File: src/rtl/urv_writeback_pkg.sv
// Shared encodings for the writeback stage: load funct3 codes, result-source
// selects and the data-phase state machine states.
package urv_writeback_pkg;

    localparam logic [2:0] LDST_B  = 3'b000;
    localparam logic [2:0] LDST_H  = 3'b001;
    localparam logic [2:0] LDST_L  = 3'b010;
    localparam logic [2:0] LDST_BU = 3'b100;
    localparam logic [2:0] LDST_HU = 3'b101;

    localparam logic [1:0] RD_SOURCE_ALU      = 2'b00;
    localparam logic [1:0] RD_SOURCE_SHIFTER  = 2'b01;
    localparam logic [1:0] RD_SOURCE_MULTIPLY = 2'b10;
    localparam logic [1:0] RD_SOURCE_DIVIDE   = 2'b11;

    typedef enum logic {
        W_IDLE = 1'b0,
        W_WAIT = 1'b1
    } wb_state_t;

endpackage

File: src/rtl/urv_writeback_load_align.sv
// Load data alignment: picks the byte/half-word lane out of the AHB read word
// and sign- or zero-extends it according to funct3.
module urv_load_align
    import urv_writeback_pkg::*;
(
    input  logic [2:0]  fun,
    input  logic [1:0]  addr,
    input  logic [31:0] hrdata,
    output logic [31:0] data
);

    logic [7:0]  lane_b;
    logic [15:0] lane_h;

    always_comb begin
        case (addr)
            2'd0:    lane_b = hrdata[7:0];
            2'd1:    lane_b = hrdata[15:8];
            2'd2:    lane_b = hrdata[23:16];
            default: lane_b = hrdata[31:24];
        endcase
        lane_h = addr[1] ? hrdata[31:16] : hrdata[15:0];
    end

    always_comb begin
        case (fun)
            LDST_B:  data = {{24{lane_b[7]}}, lane_b};
            LDST_BU: data = {24'h0, lane_b};
            LDST_H:  data = {{16{lane_h[15]}}, lane_h};
            LDST_HU: data = {16'h0, lane_h};
            LDST_L:  data = hrdata;
            default: data = 32'h0;
        endcase
    end

endmodule

File: src/rtl/urv_writeback.sv
// Writeback stage: finishes the AHB-Lite data phase, selects the rd result and
// registers the register-file write port, plus error capture and retire count.
module urv_writeback
    import urv_writeback_pkg::*;
#(
    parameter int RETIRE_CNT_W = 32
) (
    input  logic                    clk_i,
    input  logic                    rst_i,
    input  logic                    w_stall_i,
    input  logic [2:0]              w_fun_i,
    input  logic                    w_load_i,
    input  logic                    w_store_i,
    input  logic                    w_valid_i,
    input  logic [4:0]              w_rd_i,
    input  logic [31:0]             w_rd_value_i,
    input  logic                    w_rd_write_i,
    input  logic [31:0]             w_dm_addr_i,
    input  logic [1:0]              w_rd_source_i,
    input  logic [31:0]             w_rd_shifter_i,
    input  logic [31:0]             w_rd_multiply_i,
    input  logic [31:0]             HRDATA,
    input  logic                    HREADY,
    input  logic                    HRESP,
    output logic                    w_stall_req_o,
    output logic [4:0]              rf_rd_o,
    output logic [31:0]             rf_rd_value_o,
    output logic                    rf_rd_write_o,
    output logic                    w_bypass_valid_o,
    output logic                    bus_err_o,
    output logic [31:0]             bus_err_addr_o,
    output logic [RETIRE_CNT_W-1:0] retired_o
);

    wb_state_t   state;
    logic        act;
    logic        commit;
    logic        err;
    logic [31:0] load_data;
    logic [31:0] result;

    urv_load_align u_align (
        .fun    (w_fun_i),
        .addr   (w_dm_addr_i[1:0]),
        .hrdata (HRDATA),
        .data   (load_data)
    );

    assign act           = (w_load_i | w_store_i) & w_valid_i;
    assign w_stall_req_o = act & ~HREADY;
    assign commit        = ~w_stall_i & ~w_stall_req_o;
    assign err           = act & HREADY & HRESP;

    always_comb begin
        if (w_load_i)
            result = load_data;
        else if (w_rd_source_i == RD_SOURCE_SHIFTER)
            result = w_rd_shifter_i;
        else if (w_rd_source_i == RD_SOURCE_MULTIPLY)
            result = w_rd_multiply_i;
        else
            result = w_rd_value_i;
    end

    assign w_bypass_valid_o = rf_rd_write_o;

    always_ff @(posedge clk_i or negedge rst_i) begin
        if (!rst_i) begin
            state <= W_IDLE;
        end else begin
            case (state)
                W_IDLE:  if (act & ~HREADY) state <= W_WAIT;
                W_WAIT:  if (HREADY) state <= W_IDLE;
                default: state <= W_IDLE;
            endcase
        end
    end

    // The write strobe is a single-cycle pulse: any non-commit edge clears it
    // so a stalled instruction cannot write twice.
    always_ff @(posedge clk_i or negedge rst_i) begin
        if (!rst_i) begin
            rf_rd_o       <= 5'd0;
            rf_rd_value_o <= 32'h0;
            rf_rd_write_o <= 1'b0;
            retired_o     <= '0;
        end else if (commit) begin
            rf_rd_o       <= w_rd_i;
            rf_rd_value_o <= result;
            rf_rd_write_o <= w_rd_write_i & w_valid_i & (w_rd_i != 5'd0) & ~(act & HRESP);
            if (w_valid_i)
                retired_o <= retired_o + {{(RETIRE_CNT_W-1){1'b0}}, 1'b1};
        end else begin
            rf_rd_write_o <= 1'b0;
        end
    end

    // Only the first failing address is kept; the flag itself is sticky.
    always_ff @(posedge clk_i or negedge rst_i) begin
        if (!rst_i) begin
            bus_err_o      <= 1'b0;
            bus_err_addr_o <= 32'h0;
        end else if (err & ~w_stall_i) begin
            bus_err_o <= 1'b1;
            if (!bus_err_o)
                bus_err_addr_o <= w_dm_addr_i;
        end
    end

endmodule

File: config.mk
export PLATFORM = sky130hd
export DESIGN_NAME = urv_writeback
export DESIGN_NICKNAME = d
export VERILOG_FILES = /design/src/rtl/urv_writeback_pkg.sv /design/src/rtl/urv_writeback_load_align.sv /design/src/rtl/urv_writeback.sv
export SDC_FILE = /design/constraint.sdc
export NUM_CORES = 1
export LEC_CHECK = 0
export CORE_ASPECT_RATIO = 1.75
export CORE_MARGIN = 2
export CORE_UTILIZATION = 30
export CTS_CLUSTER_DIAMETER = 150
export DETAILED_ROUTE_END_ITERATION = 10
export GPL_TIMING_DRIVEN = 1
export RECOVER_POWER = 25
export SLEW_MARGIN = 10
export SYNTH_ARGS = -nofsm -noshare
export SYNTH_HDL_FRONTEND = slang
export SYNTH_SLANG_ARGS = --single-unit
File: constraint.sdc
create_clock -name clk_i -period 4.75 [get_ports clk_i]
set_input_delay 0.475 -clock clk_i [delete_from_list [all_inputs] [get_ports clk_i]]
set_output_delay 0.475 -clock clk_i [all_outputs]
set_load 0.03 [all_outputs]
=== Word-level counts from Yosys, hierarchy flattened ===
Cells that the tools add are included.

* Add/subtract/negate cells: 1
* Eq/ne operators: 8
* Multiplexer cells: 7
* Bitwise logic cells: 16
* Reductions and logical operators: 5

{| class="wikitable"
|+ Operator list
! cell !! count
|-
| $pmux W32 S5 || 1
|-
| $mux W32 || 3
|-
| $add A32 B1 Y32 const B || 1
|-
| $pmux W8 S3 || 1
|-
| $mux W16 || 1
|-
| $and A1 B1 Y1 || 10
|-
| $eq A3 B3 Y1 const B || 2
|-
| $not A1 Y1 || 5
|-
| $reduce_bool A5 Y1 || 1
|-
| $eq A2 B1 Y1 const B || 2
|-
| $eq A2 B2 Y1 const B || 2
|-
| $reduce_and A2 Y1 || 2
|-
| $eq A3 B1 Y1 const B || 1
|-
| $eq A3 B2 Y1 const B || 1
|-
| $logic_not A3 Y1 || 1
|-
| $logic_not A2 Y1 || 1
|-
| $mux W1 || 1
|-
| $or A1 B1 Y1 || 1
|}

* Bits in registers: 103
* Input port bits: 179
* Output and inout port bits: 105
* Logic and storage cells: 43

=== Longest topological paths before layout ===
* Word-level depth: 6
* Gate-level depth with buffers: 7
* Depth with buffers taken out: 5

=== By module ===
A second synthesis with hierarchy kept.

* Cells, all modules: 655
* Area, all modules: 6491.2 um^2

{| class="wikitable"
|+ By module, submodules not included
! module !! instances !! cells an instance !! area an instance (um^2) !! sequential area each (um^2)
|-
| urv_writeback || 1 || 521 || 5420.2 || 2577.5
|-
| urv_load_align || 1 || 134 || 1071.0 || 0.0
|}

=== Worst setup path after synthesis ===
Ideal clock, no wire load.

* Path kind: register -> register
* Start point: reg retired_o[0]
* End point: reg retired_o[28]
* Setup time: 0.080 ns
* Arrival: 1.823 ns
* Required time: 4.670 ns
* Setup slack: 2.847 ns
* Cell stages (with the launch flop): 7
* Path buffers: 1
* Clock period less this slack: 1.903 ns
* Path through: dfrtp_1 ha_1 nand3_1 or4_4 buf_6 nor3_4 xor2_1

* Longest elaborated chain between the ends: 1

{| class="wikitable"
|+ Ends and longest elaborated chain
! element !! line !! source
|-
| start, declared || urv_writeback.sv:32 || <nowiki>output logic [RETIRE_CNT_W-1:0] retired_o</nowiki>
|-
| start signal, assigned || urv_writeback.sv:92 || <nowiki>retired_o <= retired_o + {{(RETIRE_CNT_W-1){1'b0}}, 1'b1};</nowiki>
|-
| $add A32 B1 Y32 || urv_writeback.sv:92 ||
|}

No other way between the ends.
A chain may end at the register's enable or synchronous reset.

==> metrics <==
status finished with violations; violated checks capacitance limit, slew limit; DRC viols 0; Die ar. 21500 um^2; critical path, cell by cell buf_4 -> clkbuf_1; Final Cycle Share 62.0%; CTS tree yes; post-synthesis adder-cell area fraction 0.206%; fill count 1904; pre-CTS setup slack 1.60 ns; Post-Synth Simple-Gate Area 14.2%; total routed wirelength 21.9 mm; CP required 4.71 ns; WL/cell 20.4 um; Slowest Stage Delay on Critical Path 1.75 ns; max cap viols 1; area delta synth->final 54.2%; Synth cell types 49; pin slew with the least headroom to its limit 2.37 ns; number of flops mapped to enable cells by yosys 0; Critical Path Source Type primary input; Worst slew margin -57.9%; clock sink total 103; first-pass GRT wire length 33.3 mm; Final TNS setup 0 ns; Root Driver clkbuf_16; layout cells sized above 1 11.6%; First-pass DRT Iterations 7; Peak supply drop 0.216 mV; Post-synth top flop dfrtp_1; dpl hpwl 17.0 mm; remaining antenna violation count after routing 0; 1st-iter DRT viols 293; Tmin final 2.94 ns; syn nets 749; crit end category asynchronous set/reset pin; initial antenna violation count 1; post-layout instance area 9380 um^2; Buf/Inv on CP 2; clk_lat worst skew 0.35 ns; max-slew violations 42; total power 3.12 mW; CTS hold repair buffers 0; Vias 5712; clk slew on worst S/H paths 0.08 ns; Final Non-Filler Cells 1072; post_cts resized 0; Fin Hold WS 0.202 ns; flop and latch count out of synthesis 103; port bufs 283; count of final setup violators 0; fin util 47.3%; CP arrival 2.90 ns; Hold Path Class primary input to asynchronous set/reset pin; Syn Inst Count 569; Synth Warn # 0; setup ws final 1.81 ns; gpl congestion 0.823; H-tree depth 3; delay-heaviest family, CP buffers and inverters; cell area after synthesis 6080 um^2; Compound-Gate Fraction of Synth Area 16.1%; mux cell area share after synthesis 18.8%; Post-synth ARST share 100%; post-CTS setup-driven buffer insertion count 0; Fmax achieved 340 MHz; unrepaired setup endpoints after global routing false; I/O pin cnt 284; Initial Util 30.7%; xor/xnor share of the synthesized area 4.47%; CTS buffer count 9; vias per cell 5.33; vias in the first global route 5909; Power Density 333 nW/um^2; Site Rows 68; GRT Residual Overflow 0; Cells after DPL 1055; DIE HEIGHT 192 um; CORE AREA 19800 um^2; Seq/Total Area, Yosys 42.4%; Post-DP Area 9040 um^2; worst clock skew 0.00751 ns; Die Span X 112 um; largest net degree at the start of global routing 82; Leak 3.78 nW; main combinational cell family by area after synthesis multiplexers; Final Hold Viols 0; critical path's slowest cell clkbuf_1; WS Path Type primary input to asynchronous set/reset pin; clk buf depth 2; average cell area after synthesis 10.7 um^2; Final nets 1001; gr usage total 19.9%; CP Max Fanout 63
## layer usage
layer	up-vias	track usage, %	part of all wire (%)
met2	223	35.8	54
met3	32	5.50	6.6
met4	0	7.31	2.8
met5	-	0	0
met1	2819	22.4	37
li1	2638	-	-
## worst paths after layout
kind | start | end | slack, ns | cells past startpoint
worst max-delay path | rst_i | rf_rd_value_o[20]$_DFFE_PN0P_ | 1.81 | 2
worst min register to register | retired_o[31]$_DFFE_PN0P_ | retired_o[31]$_DFFE_PN0P_ | 0.47 | 1
worst min-delay path | rst_i | retired_o[31]$_DFFE_PN0P_ | 0.20 | 1
worst max register to register | retired_o[10]$_DFFE_PN0P_ | retired_o[31]$_DFFE_PN0P_ | 2.83 | 4
max in group clk_i | w_load_i | w_stall_req_o | 1.94 | 5
min in group clk_i | retired_o[31]$_DFFE_PN0P_ | retired_o[31]$_DFFE_PN0P_ | 0.47 | 1
## state kept, by name, indices dropped and copies added, names as in the netlist
register,count
bus_err_addr_o,32
bus_err_o,1
retired_o,32
rf_rd_write_o,1
rf_rd_o,5
rf_rd_value_o,32
## synth_stat cells (3+ instances only)
master       n  area (um^2)
o221ai_1    26          228
nand3_1     15         75.1
nor2b_1     18          113
nor2_1      18         67.6
mux4_2       8          180
mux2i_1     41          410
and3_1       3         18.8
nor3b_1      3         22.5
clkbuf_1    26         97.6
a21o_1       7         52.6
xor2_1       6         52.6
a211oi_1    18          135
a221oi_1     7         61.3
and2_1       3         18.8
nor4_1       3         18.8
a22oi_1     16          120
o21ai_0      9         45.0
o211ai_1     7         52.6
nor3_2       3         30.0
a21oi_1     10         50.1
nand2_1     63          236
nand4_1      9         56.3
dfrtp_1    103         2580
a2bb2oi_1    7         61.3
buf_2       14         70.1
inv_1        4         15.0
mux2_2      49          552
a211o_1     17          149
xnor2_1     25          219
## logic make-up (layout without fill, tap and decap cells)
| group | Yosys count | after routing |
|---|---|---|
| other cells | 0 | 1 |
| flops | 103 | 103 |
| xor+xnor | 31 | 31 |
| buf+inv | 51 | 308 |
| fa+ha+maj | 1 | 1 |
| simple gates | 159 | 159 |
| mux | 98 | 98 |
| compound gates | 126 | 126 |
## power by group
part           switching, mW  internal [mW]  leakage, nW
clock                  0.355          0.484        0.162
sequential             0.101           1.02         1.33
combinational          0.606          0.550         2.29
total                   1.06           2.06         3.78
## area by class of cell
class	instances	area [um^2]	area share (%)
multi-input combinational	415	3280	35.0
timing repair buffer	288	2860	30.5
sequential	103	2580	27.5
tap	245	307	3.27
clock buffer	10	239	2.55
clock inverter	6	96.3	1.03
inverter	4	15.0	0.160
antenna	1	2.50	0.0267
## cells in the final DEF, fill, tap and decap left out, drive strengths merged, types with 8 or more instances in the layout
master / n
mux4: 8
nor2: 18
a211oi: 18
nand2: 63
mux2: 49
a211o: 17
o221ai: 26
dfrtp: 103
xnor2: 25
nor2b: 18
a21oi: 10
a22oi: 16
mux2i: 41
clkbuf: 11
nand3: 15
clkdlybuf4s50: 280
nand4: 10
o21ai: 9
No activity file was read; power rests on OpenSTA's default activity.
